$ cat src/rtl/hazard_ctrl_if.sv
// hazard_ctrl_if: ID-stage operand/destination info in, pipeline stall/flush controls and counters out.
interface hazard_ctrl_if #(parameter int CNT_W = 16);
  logic [4:0] id_rs1, id_rs2, id_rd;
  logic id_use_rs1, id_use_rs2, id_regwen, id_is_load, ex_redirect;
  logic pc_hold, ifid_hold, ifid_flush, idex_bubble;
  logic [CNT_W-1:0] stall_cnt, flush_cnt;
`ifdef HAZARD_FWD_EN
  logic [1:0] fwd_a_sel, fwd_b_sel;
  modport master(output id_rs1, id_rs2, id_rd, id_use_rs1, id_use_rs2, id_regwen, id_is_load, ex_redirect,
                 input pc_hold, ifid_hold, ifid_flush, idex_bubble, stall_cnt, flush_cnt, fwd_a_sel, fwd_b_sel);
  modport slave(input id_rs1, id_rs2, id_rd, id_use_rs1, id_use_rs2, id_regwen, id_is_load, ex_redirect,
                output pc_hold, ifid_hold, ifid_flush, idex_bubble, stall_cnt, flush_cnt, fwd_a_sel, fwd_b_sel);
`else
  modport master(output id_rs1, id_rs2, id_rd, id_use_rs1, id_use_rs2, id_regwen, id_is_load, ex_redirect,
                 input pc_hold, ifid_hold, ifid_flush, idex_bubble, stall_cnt, flush_cnt);
  modport slave(input id_rs1, id_rs2, id_rd, id_use_rs1, id_use_rs2, id_regwen, id_is_load, ex_redirect,
                output pc_hold, ifid_hold, ifid_flush, idex_bubble, stall_cnt, flush_cnt);
`endif
endinterface

$ cat src/rtl/hazard_ctrl.sv
// hazard_ctrl: 5-stage RAW stall / redirect flush sequencer with saturating counters; HAZARD_FWD_EN adds forwarding selects.
module hazard_ctrl #(
  parameter int CNT_W = 16,
  parameter bit WB_HAZARD = 1'b1
) (
  input logic clk,
  input logic reset,
  hazard_ctrl_if.slave bus
);
  typedef struct packed {
    logic v;
    logic [4:0] rd;
    logic we;
  } slot_t;
  slot_t ex, mem, wb;
  logic [CNT_W-1:0] stall_q, flush_q;
  logic hit1, hit2, stall, redir;
  function automatic logic match(input slot_t s, input logic [4:0] r);
    return s.v && s.we && (s.rd == r) && (r != 5'd0);
  endfunction
`ifdef HAZARD_FWD_EN
  logic ex_ld, ex_u1, ex_u2;
  logic [4:0] ex_rs1, ex_rs2;
  function automatic logic [1:0] fsel(input logic u, input logic [4:0] r);
    return !(ex.v && u) ? 2'b00 : match(mem, r) ? 2'b01 : match(wb, r) ? 2'b10 : 2'b00;
  endfunction
  // Only a load still in EX cannot be forwarded in time
  assign hit1 = ex_ld && match(ex, bus.id_rs1);
  assign hit2 = ex_ld && match(ex, bus.id_rs2);
  assign bus.fwd_a_sel = reset ? 2'b00 : fsel(ex_u1, ex_rs1);
  assign bus.fwd_b_sel = reset ? 2'b00 : fsel(ex_u2, ex_rs2);
  always_ff @(posedge clk) begin
    if (reset) begin
      {ex_ld, ex_u1, ex_u2, ex_rs1, ex_rs2} <= '0;
    end else begin
      ex_ld <= !bus.idex_bubble && bus.id_is_load;
      ex_u1 <= !bus.idex_bubble && bus.id_use_rs1;
      ex_u2 <= !bus.idex_bubble && bus.id_use_rs2;
      ex_rs1 <= bus.id_rs1;
      ex_rs2 <= bus.id_rs2;
    end
  end
`else
  logic unused_ld;
  assign unused_ld = bus.id_is_load;
  assign hit1 = match(ex, bus.id_rs1) || match(mem, bus.id_rs1) || (WB_HAZARD && match(wb, bus.id_rs1));
  assign hit2 = match(ex, bus.id_rs2) || match(mem, bus.id_rs2) || (WB_HAZARD && match(wb, bus.id_rs2));
`endif
  // A redirect squashes the ID instruction, so its hazard is moot
  assign redir = bus.ex_redirect && !reset;
  assign stall = ((bus.id_use_rs1 && hit1) || (bus.id_use_rs2 && hit2)) && !bus.ex_redirect && !reset;
  assign bus.pc_hold = stall;
  assign bus.ifid_hold = stall;
  assign bus.ifid_flush = redir;
  assign bus.idex_bubble = stall || redir;
  assign bus.stall_cnt = stall_q;
  assign bus.flush_cnt = flush_q;
  always_ff @(posedge clk) begin
    if (reset) begin
      ex <= '0;
      mem <= '0;
      wb <= '0;
      stall_q <= '0;
      flush_q <= '0;
    end else begin
      ex <= bus.idex_bubble ? '0 : '{v: 1'b1, rd: bus.id_rd, we: bus.id_regwen};
      mem <= ex;
      wb <= mem;
      if (stall && stall_q != '1) stall_q <= stall_q + CNT_W'(1);
      if (redir && flush_q != '1) flush_q <= flush_q + CNT_W'(1);
    end
  end
endmodule

$ cat src/flat_wrapper.sv
// flat-port wrapper written by rule: the top's interface ports become plain ports
module hazard_ctrl_flat 
#(
  parameter int CNT_W = 16,
  parameter bit WB_HAZARD = 1'b1
)
  (clk, reset, bus_id_rs1, bus_id_rs2, bus_id_rd, bus_id_use_rs1, bus_id_use_rs2, bus_id_regwen, bus_id_is_load, bus_ex_redirect, bus_pc_hold, bus_ifid_hold, bus_ifid_flush, bus_idex_bubble, bus_stall_cnt, bus_flush_cnt);
  hazard_ctrl_if #(.CNT_W(CNT_W)) bus_i ();
  input logic clk;
  input logic reset;
  input wire logic [$bits(bus_i.id_rs1)-1:0] bus_id_rs1;
  input wire logic [$bits(bus_i.id_rs2)-1:0] bus_id_rs2;
  input wire logic [$bits(bus_i.id_rd)-1:0] bus_id_rd;
  input wire logic [$bits(bus_i.id_use_rs1)-1:0] bus_id_use_rs1;
  input wire logic [$bits(bus_i.id_use_rs2)-1:0] bus_id_use_rs2;
  input wire logic [$bits(bus_i.id_regwen)-1:0] bus_id_regwen;
  input wire logic [$bits(bus_i.id_is_load)-1:0] bus_id_is_load;
  input wire logic [$bits(bus_i.ex_redirect)-1:0] bus_ex_redirect;
  output wire logic [$bits(bus_i.pc_hold)-1:0] bus_pc_hold;
  output wire logic [$bits(bus_i.ifid_hold)-1:0] bus_ifid_hold;
  output wire logic [$bits(bus_i.ifid_flush)-1:0] bus_ifid_flush;
  output wire logic [$bits(bus_i.idex_bubble)-1:0] bus_idex_bubble;
  output wire logic [$bits(bus_i.stall_cnt)-1:0] bus_stall_cnt;
  output wire logic [$bits(bus_i.flush_cnt)-1:0] bus_flush_cnt;
  assign bus_i.id_rs1 = bus_id_rs1;
  assign bus_i.id_rs2 = bus_id_rs2;
  assign bus_i.id_rd = bus_id_rd;
  assign bus_i.id_use_rs1 = bus_id_use_rs1;
  assign bus_i.id_use_rs2 = bus_id_use_rs2;
  assign bus_i.id_regwen = bus_id_regwen;
  assign bus_i.id_is_load = bus_id_is_load;
  assign bus_i.ex_redirect = bus_ex_redirect;
  assign bus_pc_hold = bus_i.pc_hold;
  assign bus_ifid_hold = bus_i.ifid_hold;
  assign bus_ifid_flush = bus_i.ifid_flush;
  assign bus_idex_bubble = bus_i.idex_bubble;
  assign bus_stall_cnt = bus_i.stall_cnt;
  assign bus_flush_cnt = bus_i.flush_cnt;
  hazard_ctrl #(.CNT_W(CNT_W), .WB_HAZARD(WB_HAZARD)) u_core (.clk(clk), .reset(reset), .bus(bus_i));
endmodule
$ cat config.mk
export PLATFORM = sky130hd
export DESIGN_NAME = hazard_ctrl_flat
export DESIGN_NICKNAME = d
export VERILOG_FILES = /design/src/rtl/hazard_ctrl_if.sv /design/src/rtl/hazard_ctrl.sv /design/src/flat_wrapper.sv
export SDC_FILE = /design/constraint.sdc
export NUM_CORES = 1
export LEC_CHECK = 0
export ABC_AREA = 1
export CAP_MARGIN = 20
export CORE_MARGIN = 5
export CORE_UTILIZATION = 33
export CTS_BUF_LIST = sky130_fd_sc_hd__clkbuf_4
export CTS_CLUSTER_SIZE = 30
export DETAILED_ROUTE_END_ITERATION = 6
export PLACE_DENSITY = 0.51
export SYNTH_ARGS = -nofsm -noshare
export SYNTH_HDL_FRONTEND = slang
export SYNTH_SLANG_ARGS = --single-unit
$ cat constraint.sdc
create_clock -name clk -period 4.33 [get_ports clk]
set_clock_uncertainty 0.1 [all_clocks]
set_input_delay 0.6495 -clock clk [delete_from_list [all_inputs] [get_ports clk]]
set_output_delay 0.6495 -clock clk [all_outputs]
set_load 0.005 [all_outputs]
==> summary.txt <==
Run status
  • Outcome: finished clean

Synth
  • Synth Register Bits: 53
  • Synthesized area: roughly 3200 um^2
  • Post-Syn Instances: ~530
  • Syn Area/Cell: 6.135 um^2
  • Distinct cells, synth: 29
  • Post-synthesis sequential area ratio: between 30% and 40%
  • Ys Warns: 0
  • Syn_nets: around 550

Finish
  • Fraction of layout instances using a drive strength above 1: under 10%
  • # nets final: 605
  • Layout area overhead: 22.79%
  • Antenna cells: 0

Worst setup path
  • Startpoint Class: primary input
  • CP max FO: 5
  • CP endpoint kind: primary output
  • Worst endpoint required time: approximately 3.6 ns
  • Worst endpoint data arrival time: roughly 2.6 ns
  • Critical path class: primary input to primary output

Clock network
  • Post-cts hold buffer count: 0
  • Clock latency on the worst-skew pair: approximately 0.36 ns
  • CTS Buffer Depth: 2
  • Num Clock Sinks: between 50 and 60
  • CTS root buf: clkbuf_4
  • Setup repair bufs after CTS: 0
  • CTS tree: yes
  • Clk slew on worst S/H paths: about 0.15 ns
  • Resized cells post-CTS: 0
  • Total CTS buffers: 5
  • H-tree depth: 2

Global routing
  • First-pass GRT wire length: about 14000 um
  • Antenna violations before repair: 0
  • Largest net degree at the start of global routing: 32
  • Vias in the first global route: around 3.0k
  • Residual overflow from global routing: 0
  • Tot GR Track Use: approximately 14%

Pwr
  • Leak: roughly 0.0017 uW
  • Sw power: roughly 210 uW
  • Sequential fraction of design power: between 50 and 60%
  • Net Sw Frac: about a quarter
  • P_int: ~660 uW
  • Pwr Density: approximately 220 nW/um^2
  • Clock share of power: about a third
  • Combinational share of power: around a tenth
  • Worst vdd ir: about 0.13 mV

STA
  • RSZ-0062 raised after global routing: false
  • Final worst slack: slightly below 1 ns
  • Pin slew with the least headroom to its limit: 0.9423 ns
  • # setup viols final: 0
  • Post-route setup TNS: 0 ns
  • Slew HR: a little under two fifths
  • Share of the cycle needed by the critical path after routing: between 70% and 80%
  • Final Hold Vio Count: 0
  • Achievable Freq: between 0.2 and 0.3 GHz
  • Max Slew Vio Count: 0
  • Crit path time final: between 3 and 4 ns

Route
  • Iter 0 DRT Violations: about 130
  • DR pass1 iterations: 4
  • Via count: approximately 3.2k
  • Mean routed wirelength per cell: about 11 um
  • Residual DRC: 0
  • Routed WL: about 8000 um
  • DRT antenna net count: 0
  • Via/cell ratio: about 4.4

Floorplan
  • Die area: roughly 12000 um^2
  • I/O pin total: 58
  • Die Wd: ~110 um
  • Chip height: 109.1 um
  • Core Region: 9684 um^2
  • Initial Util: roughly 33%
  • # rows: 36

Job
  • Max-cap violation count: 0

Placed design
  • PortBufs: 56
  • Final GP Congestion: between 0.8 and 0.9
  • DP Wirelength: around 6000 um
  • Dpl ws: around 0.95 ns

Min path
  • Hold Path Class: register to register
## Yosys cell counts, drive strengths merged
| cell type | count | share of area, % |
|---|---|---|
| nand3 | 40 | 8.0 |
| nor2 | 85 | 10 |
| nand4 | 24 | 5.6 |
| ha | 2 | 0.77 |
| nand2 | 159 | 19 |
| buf | 9 | 2.4 |
| inv | 105 | 12 |
| and3 | 1 | 0.19 |
| and2 | 1 | 0.19 |
| nor4 | 2 | 0.39 |
| clkinv | 1 | 0.15 |
| xor2 | 3 | 0.81 |
| clkbuf | 4 | 0.46 |
| nor3 | 10 | 2.0 |
| xnor2 | 2 | 0.54 |
| dfxtp | 53 | 33 |
| o21ai | 14 | 2.2 |
| a21oi | 13 | 2.0 |
## state kept, by name (all words and copies together) (netlist names)
signal,count
u_core.bus.flush_cnt,16
u_core.bus.stall_cnt,16
u_core.ex,7
u_core.mem,7
u_core.wb,7
## cell type report
class | instances | area, um^2
Multi-Input combinational cell | 356 | 1689
Fill cell | 1070 | 5707
Tap cell | 133 | 166.4
Clock buffer | 6 | 45.04
Sequential cell | 53 | 1061
Clock inverter | 2 | 33.78
Inverter | 106 | 399.1
Timing Repair Buffer | 59 | 583.1
## routing by layer
metal / share of wire (%) / track usage, % / wire [um] / up-vias
li1: - / - / - / 1717
met1: 50 / 19.09 / 3986 / 1394
met2: 44 / 22.72 / 3538 / 65
met3: 4.9 / 2.783 / 390 / 4
met4: 0.76 / 2.885 / 61 / 0
met5: 0 / 0 / 0 / -
## metrics by stage
stage	utilization (%)	instances	cell area [um^2]	hold WS, ns	total power, uW
floorplan	-	528	3239	0.3031	562.7
global placement	40.26	707	3899	0.3203	604.7
detailed placement	40.26	707	3899	0.3211	605.0
CTS	41.07	715	3978	0.3380	895.6
global route	41.07	715	3978	0.3624	925.8
finish	41.07	715	3978	0.3297	875.0
## cells in the final DEF, fill, tap and decap left out, types with 3 or more instances in the layout
master           synthesis  routed
nand3_1                 28      28
clkbuf_4                 0       6
inv_2                   11      11
o21ai_0                 14      14
nor2_2                   6       7
a21oi_1                 13      13
nand2_1                153     153
xor2_1                   3       3
dfxtp_1                 53      53
clkdlybuf4s50_1          0      56
nand3_2                 12      12
nand4_1                 22      22
nor2_1                  79      78
inv_1                   94      94
buf_4                    2       3
nand2_2                  5       5
nor3_1                   8       8
## critical path: stages
cell	delay (ns)
clkdlybuf4s50_1	0.53
inv_1	0.12
nand2_1	0.07
nand2_1	0.05
nor2_1	0.12
nand3_1	0.09
nand3_1	0.11
nand2_2	0.08
nand2_4	0.07
nand2_1	0.06
inv_1	0.13
clkdlybuf4s50_1	0.53
## final timing paths
check / start / endpoint / slack (ns) / cells after the start
hold / removal: u_core.mem[6] / u_core.wb[6] / 0.33 / 2
setup reg to reg: u_core.bus.stall_cnt[0] / u_core.bus.stall_cnt[6] / 2.34 / 9
hold reg to reg: u_core.mem[6] / u_core.wb[6] / 0.33 / 2
setup / recovery: bus_id_rs2[0] / bus_ifid_hold / 0.97 / 12
## cells by family (layout without fill, tap and decap cells)
group                      count (synthesis)  after routing  share of synthesized area (%)
adders and majority gates                  2              2                         0.7724
AOI/OAI and AO/OA                         27             27                          4.172
and+or+nand+nor                          322            322                          45.77
buffers and inverters                    119            173                          15.18
xor gates and xnor gates                   5              5                          1.352
DFF                                       53             53                          32.75
## power by group through the flow
| stage | sequential, uW | clock, uW | combinational, uW |
|---|---|---|---|
| floorplan | 510 | 0 | 52.5 |
| global placement | 511 | 0 | 93.3 |
| detailed placement | 511 | 0 | 93.6 |
| CTS | 501 | 300 | 94.3 |
| global route | 502 | 318 | 105 |
| finish | 501 | 282 | 92.6 |
Note: power is estimated with default switching activity, not from simulation.
